<file path="src/rtl/encode_8x3_seq.sv">
// Sequential priority encoder: captures a request vector and streams out the
// index of each set bit, one per valid/ready transfer, then pulses done.
module encode_8x3_seq #(
    parameter int WIDTH      = 8,
    parameter int IDX_W      = 3,
    parameter bit HIGH_FIRST = 1'b1
) (
    input  logic             clk,
    input  logic             rst,
    input  logic             load,
    input  logic [WIDTH-1:0] in,
    input  logic             out_ready,
    output logic [IDX_W-1:0] out,
    output logic             out_valid,
    output logic [IDX_W:0]   remaining,
    output logic             done,
    output logic             load_err,
    output logic             state_dbg
);

    // Handshake: an index moves on any rising edge where out_valid && out_ready.
    // out/out_valid/remaining depend only on pending_q, never on inputs, and
    // stay stable while the consumer stalls.

    if (WIDTH < 2 || WIDTH > 8) begin : g_bad_width
        $error("encode_8x3_seq: WIDTH must be in 2..8");
    end
    if (IDX_W != $clog2(WIDTH)) begin : g_bad_idx_w
        $error("encode_8x3_seq: IDX_W must equal $clog2(WIDTH)");
    end

    typedef enum logic {
        IDLE   = 1'b0,
        ENCODE = 1'b1
    } state_t;

    state_t           state_q, state_d;
    logic [WIDTH-1:0] pending_q, pending_d;
    logic             done_q, done_d;
    logic             load_err_q, load_err_d;

    logic [WIDTH-1:0] sel_oh;
    logic [IDX_W-1:0] sel_idx;
    logic [IDX_W:0]   pop_cnt;
    logic             xfer;
    logic             last_xfer;
    logic             load_ok;

    // Priority select: the last match in scan order wins, so scanning upward
    // picks the highest set bit and scanning downward picks the lowest.
    always_comb begin
        sel_idx = '0;
        sel_oh  = '0;
        if (HIGH_FIRST) begin
            for (int i = 0; i < WIDTH; i++) begin
                if (pending_q[i]) begin
                    sel_idx = IDX_W'(i);
                    sel_oh  = WIDTH'(1) << i;
                end
            end
        end else begin
            for (int i = WIDTH - 1; i >= 0; i--) begin
                if (pending_q[i]) begin
                    sel_idx = IDX_W'(i);
                    sel_oh  = WIDTH'(1) << i;
                end
            end
        end
    end

    always_comb begin
        pop_cnt = '0;
        for (int i = 0; i < WIDTH; i++) begin
            pop_cnt = pop_cnt + (IDX_W + 1)'(pending_q[i]);
        end
    end

    assign out_valid = |pending_q;
    assign out       = sel_idx;
    assign remaining = pop_cnt;
    assign done      = done_q;
    assign load_err  = load_err_q;
    assign state_dbg = state_q;

    assign xfer      = out_valid && out_ready;
    assign last_xfer = xfer && (pop_cnt == (IDX_W + 1)'(1));
    // A new vector may replace the one whose final index leaves on this edge.
    assign load_ok   = load && ((state_q == IDLE) || last_xfer);

    always_comb begin
        pending_d  = pending_q;
        done_d     = last_xfer;
        load_err_d = load && !load_ok;
        if (xfer) begin
            pending_d = pending_q & ~sel_oh;
        end
        if (load_ok) begin
            pending_d = in;
        end
        state_d = (pending_d != '0) ? ENCODE : IDLE;
    end

    always_ff @(posedge clk or posedge rst) begin
        if (rst) begin
            state_q    <= IDLE;
            pending_q  <= '0;
            done_q     <= 1'b0;
            load_err_q <= 1'b0;
        end else begin
            state_q    <= state_d;
            pending_q  <= pending_d;
            done_q     <= done_d;
            load_err_q <= load_err_d;
        end
    end

    a_state_tracks_pending: assert property (
        @(posedge clk) disable iff (rst) (state_q == ENCODE) == (pending_q != '0));
    a_pulses_exclusive: assert property (
        @(posedge clk) disable iff (rst) !(done_q && load_err_q));

endmodule

</file>
<file path="config.mk">
export PLATFORM = sky130hd
export DESIGN_NAME = encode_8x3_seq
export DESIGN_NICKNAME = d
export VERILOG_FILES = /design/src/rtl/encode_8x3_seq.sv
export SDC_FILE = /design/constraint.sdc
export NUM_CORES = 1
export LEC_CHECK = 0
export CORE_ASPECT_RATIO = 1.1
export CORE_MARGIN = 3
export CORE_UTILIZATION = 49
export DETAILED_ROUTE_END_ITERATION = 8
export HOLD_SLACK_MARGIN = 0.1
export PLACE_DENSITY_LB_ADDON = 0.12
export SLEW_MARGIN = 20
export SYNTH_ARGS = -nofsm -noshare
export SYNTH_HDL_FRONTEND = slang
export SYNTH_SLANG_ARGS = --single-unit
</file>
<file path="constraint.sdc">
create_clock -name clk -period 9.2 [get_ports clk]
set_clock_uncertainty 0.1 [all_clocks]
set_input_delay 0.92 -clock clk [delete_from_list [all_inputs] [get_ports clk]]
set_output_delay 0.92 -clock clk [all_outputs]
set_load 0.02 [all_outputs]
</file>
**After elaboration in Yosys (flattened, before gate mapping)**

Cells that the tools add are included.

- Flip-flop bits (word level): 11
- Input bits: 12
- Output and inout bits: 11
- Word-level logic and storage cells: 41

- Add/subtract/negate cells: 7
- Eq/ne operators: 1
- Multiplexer cells: 18
- Bitwise gates (word level): 3
- Reductions and logical operators: 8

Operator list:

| operator | count |
|---|---|
| 8-bit 2-to-1 mux | 9 |
| 3-bit 2-to-1 mux | 6 |
| 4-bit by 1-bit adder with 4-bit output | 4 |
| 8-bit bitwise AND | 1 |
| 8-bit NOT | 1 |
| 8-bit nonzero test | 1 |
| 8-bit OR reduction | 1 |
| 3-bit by 1-bit adder with 4-bit output | 1 |
| 4-bit by 1-bit equality test with 1-bit output, second input constant | 1 |
| 1-bit logical AND | 4 |
| 2-bit by 1-bit adder with 3-bit output | 1 |
| 1-bit 2-to-1 mux | 3 |
| 1-bit by 1-bit adder with 2-bit output | 1 |
| 1-bit logical NOT | 1 |
| 1-bit logical OR | 1 |
| 1-bit NOT | 1 |

**Logic depth before layout (Yosys ltp)**

- Depth after elaboration: 14
- Gate-level depth with buffers: 14

**Worst setup path before layout**

OpenSTA, ideal clock, no wires.

- Path type: reg-to-reg
- Start point: reg pending_q[0]
- End point: reg state_q, in the netlist state_dbg
- Arrival: 3.773 ns
- Slack: 5.197 ns
- Stages on the path, launching flop included: 13
- Path buffers: 0
- Path through: dfrtp_1 -> fa_1 -> inv_1 -> fa_1 -> fa_1 -> inv_1 -> ha_1 -> inv_1 -> fa_1 -> xnor2_1 -> nor2_1 -> a41o_1 -> o41a_1

- Word-level cells in the longest chain between the ends: 14

Ends and longest elaborated chain:

| what | line | source |
|---|---|---|
| start, declared | 38 | `logic [WIDTH-1:0] pending_q, pending_d;` |
| start signal, assigned | 111 | `pending_q <= pending_d;` |
| 1-bit by 1-bit adder with 2-bit output | 74 | `pop_cnt = pop_cnt + (IDX_W + 1)'(pending_q[i]);` |
| 2-bit by 1-bit adder with 3-bit output | 74 |  |
| 3-bit by 1-bit adder with 4-bit output | 74 |  |
| 4-bit by 1-bit adder with 4-bit output (4 in a row) | 74 |  |
| named net remaining[2] | 15 | `output logic [IDX_W:0] remaining,` |
| 4-bit by 1-bit equality test with 1-bit output | 86 | `assign last_xfer = xfer && (pop_cnt == (IDX_W + 1)'(1));` |
| 1-bit logical AND | 86 |  |
| 1-bit logical OR | 88 | `assign load_ok = load && ((state_q == IDLE) \|\| last_xfer);` |
| 1-bit logical AND | 88 |  |
| 8-bit 2-to-1 mux | 97 | `if (load_ok) begin` |
| 8-bit nonzero test | 100 | `state_d = (pending_d != '0) ? ENCODE : IDLE;` |
| 1-bit 2-to-1 mux | 100 |  |
| named net state_d | 37 | `state_t state_q, state_d;` |
| end signal, assigned | 110 | `state_q <= state_d;` |
| end, declared | 37 |  |

The timed path passes the listed nets, and every way through them passes these cells.

**Worst setup path in the final report**

- Start point: reg pending_q[0]
- End point: out remaining[2]

- Word-level cells in the longest chain between the ends: 7

Ends and longest elaborated chain:

| what | line |
|---|---|
| 1-bit by 1-bit adder with 2-bit output | 74 |
| 2-bit by 1-bit adder with 3-bit output | 74 |
| 3-bit by 1-bit adder with 4-bit output | 74 |
| 4-bit by 1-bit adder with 4-bit output (4 in a row) | 74 |
| end, declared | 15 |

No other way between the ends.

==> summary.md <==
| Metric | Value |
|---|---|
| Status | complete, no violations |
| Final hold vios | 0 |
| P per Cell Area | 461 nW/um2 |
| Tcrit/Tclk final | 0.510 |
| Final core utilization | 0.729 |
| Setup TNS | 0 ps |
| CP Data Required Time | ~8000 ps |
| Tightest Hold Check Type | register to register |
| Routed wire length | between 1.5 and 2 mm |
| CTS Root Cell | clkbuf_4 |
| Final setup fails | 0 |
| Final Slew Violations | 0 |
| Worst setup SP type | register |
| Slew @ Worst Pin | between 500 and 600 ps |
| DR DRC count | 0 |
| Hold_buf cts | 0 |
| Synthesized area | roughly 800 um2 |
| Cell Rows | 14 |
| WHS Path Cells | 2 |
| Setup slack, reg-to-reg | 5170 ps |
| Library cells used by synthesis | 26 |
| Mapped Cells | just over 90 |
| Area share of the largest cell type after synthesis | 0.345 |
| Layout cells sized above 1 | 0.0508 |
| I/O Pins | 23 |
| Htree depth | 1 |
| Vias in the first global route | just over 700 |
| Max clock buf depth | 2 |
| Num CTS Buffers | 3 |
| DRT iter0 DRCs | 18 |
| Post-DP HPWL | approximately 1.4 mm |
| Post-CTS Resized | 0 |
| Leakage | roughly 0.5 nW |
| Pre-Repair DR Iteration Count | 4 |
| Initial antenna violation count | 0 |
| Post-Layout Cell Count | about 130 |
| Antenna cells | 0 |
| Max Cap Viol | 0 |
| Area Overhead vs Synth | 33.0% |
| Initial Util | 0.548 |
| GRT Util Overall | 0.175 |
| DIE WIDTH | between 40 and 50 um |
| Core ar. | roughly 1500 um2 |
| DRT antenna net count | 0 |
| Final #Nets | between 100 and 150 |
| Clock latency on the worst-skew pair | 260 ps |
| Die area | around 2100 um2 |
| Clock slew at reported path FFs | around 70 ps |
| CP endpoint kind | output pin |
| Post-synth top area cell | dfrtp_1 |
| Max rail drop VDD | around 0.0002 V |
| Routed len/inst | between 10 and 15 um |
| Max FO, Critical Path | 5 |
| Placed cell count | 130 |
| Unrepaired setup endpoints after global routing | false |
| Synth area leaders | dfrtp_1 (35%), fa_1 (10%), inv_1 (8.0%), nand2_1 (8.0%), ha_1 (7.8%) |
| Max-slew headroom | 0.644 |
| Global route total overflow | 0 |
| Via count | roughly 720 |
| CTS tree | done |
| WHS | ~420 ps |
| Final Wtd Congestion | around 0.81 |
| Synth Register Bits | 11 |
| Die Y-Extent | slightly below 50 um |
| Critical path arrival | 3670 ps |
| Tmin final | 4690 ps |
| Setup Fix Bufs, Post-CTS | 0 |
| Drt via density | around 5.3 |
| First-pass GRT wire length | 2.90 mm |
| Largest net degree at the start of global routing | 18 |
| Sequential fraction of the synthesis area | 0.345 |
| Fmax | 0.213 GHz |
| Mean post-synth cell area | ~8.6 um2 |
| Syn. warnings | 0 |
| Port Buffers | 22 |
| R2r worst-path depth | 12 |
| Clock Sinks | 11 |
| Synth Net Count | about 110 |
| CP Class | register to output pin |
[synthesized netlist by cell type]
master / n
a2111oi_0: 1
a21o_1: 1
a21oi_1: 1
a31oi_1: 1
a41o_1: 1
and3_1: 1
clkbuf_1: 1
dfrtp_1: 11
fa_1: 4
ha_1: 5
inv_1: 17
mux2_2: 1
nand2_1: 17
nand3_1: 3
nor2_1: 5
nor2b_1: 1
nor4_1: 3
nor4b_2: 1
o21a_1: 1
o21ai_0: 7
o21ai_1: 4
o21bai_1: 1
o31ai_1: 2
o41a_1: 1
or4b_4: 1
xnor2_1: 1
[routing by layer]
layer	part of all wire	routed length, um	track usage	up-vias
li1	-	-	-	364
met1	0.43	750	0.207	326
met2	0.51	882	0.301	24
met3	0.056	97	0.0370	2
met4	0.0029	5	0.0653	0
met5	0	0	0	-
[placed cells by master (no fill, tap or decap), drive strengths merged]
cell / instances
clkdlybuf4s50: 22
inv: 17
nand2: 17
dfrtp: 11
o21ai: 11
nor2: 5
ha: 5
fa: 4
clkbuf: 4
nand3: 3
nor4: 3
o31ai: 2
xnor2: 1
a21o: 1
o21bai: 1
a21oi: 1
and3: 1
nor2b: 1
a41o: 1
or4b: 1
nor4b: 1
mux2: 1
a2111oi: 1
a31oi: 1
o21a: 1
o41a: 1
[final cells by class]
type                    instances  area [um2]
multi-input cells              64         454
clock buffers                   4        26.3
flip-flops and latches         11         275
repair buffers                 22         220
fillers                       123         394
well taps                      16        20.0
inverters                      17        63.8
[report_power, final]
| part | leakage (nW) | total, mW | switching [mW] | internal (mW) |
|---|---|---|---|---|
| Combinational | 0.349 | 0.368 | 0.200 | 0.169 |
| Clock | 0.0150 | 0.0316 | 0.0148 | 0.0167 |
| Sequential | 0.141 | 0.0885 | 0.0207 | 0.0678 |
| Total | 0.504 | 0.488 | 0.235 | 0.253 |
[worst paths after layout]
check	start	end
max	pending_q[0]$_DFF_PP0_	remaining[2]
max in group asynchronous	rst	pending_q[4]$_DFF_PP0_
max reg2reg	pending_q[0]$_DFF_PP0_	pending_q[1]$_DFF_PP0_
min	state_dbg$_DFF_PP0_	load_err$_DFF_PP0_
min reg2reg	state_dbg$_DFF_PP0_	load_err$_DFF_PP0_
min in group asynchronous	rst	load_err$_DFF_PP0_
[worst max-delay path, stage by stage (launching register included)]
cell and delay (ps):
dfrtp_1 430, fa_1 550, inv_1 50, fa_1 490, fa_1 400, inv_1 70
ha_1 150, inv_1 60, fa_1 370, xnor2_1 210, clkdlybuf4s50_1 630
[cell families after synthesis]
group	count (synthesis)	synth area share
buffers and inverters	18	0.0848
XOR/XNOR	1	0.0110
adder cells (fa/ha/maj)	9	0.179
multiplexers	1	0.0141
AND/OR/NAND/NOR	32	0.198
AO/OA/AOI/OAI	21	0.168
flip-flops	11	0.345
[state kept, by name (all words and copies together), names as in the netlist]
| name | count |
|---|---|
| load_err | 1 |
| done | 1 |
| pending_q | 8 |
| state_dbg | 1 |
[stage by stage]
| stage | power, mW | instance area, um2 | setup slack [ps] |
|---|---|---|---|
| final | 0.488 | 1060 | 4510 |
| after floorplan | 0.325 | 797 | 5200 |
| after CTS | 0.492 | 1060 | 4510 |
| after detailed placement | 0.459 | 1030 | 4790 |
| after global routing | 0.536 | 1060 | 4310 |
| after global placement | 0.446 | 1030 | 4860 |
(Power assumes the default switching activity.)
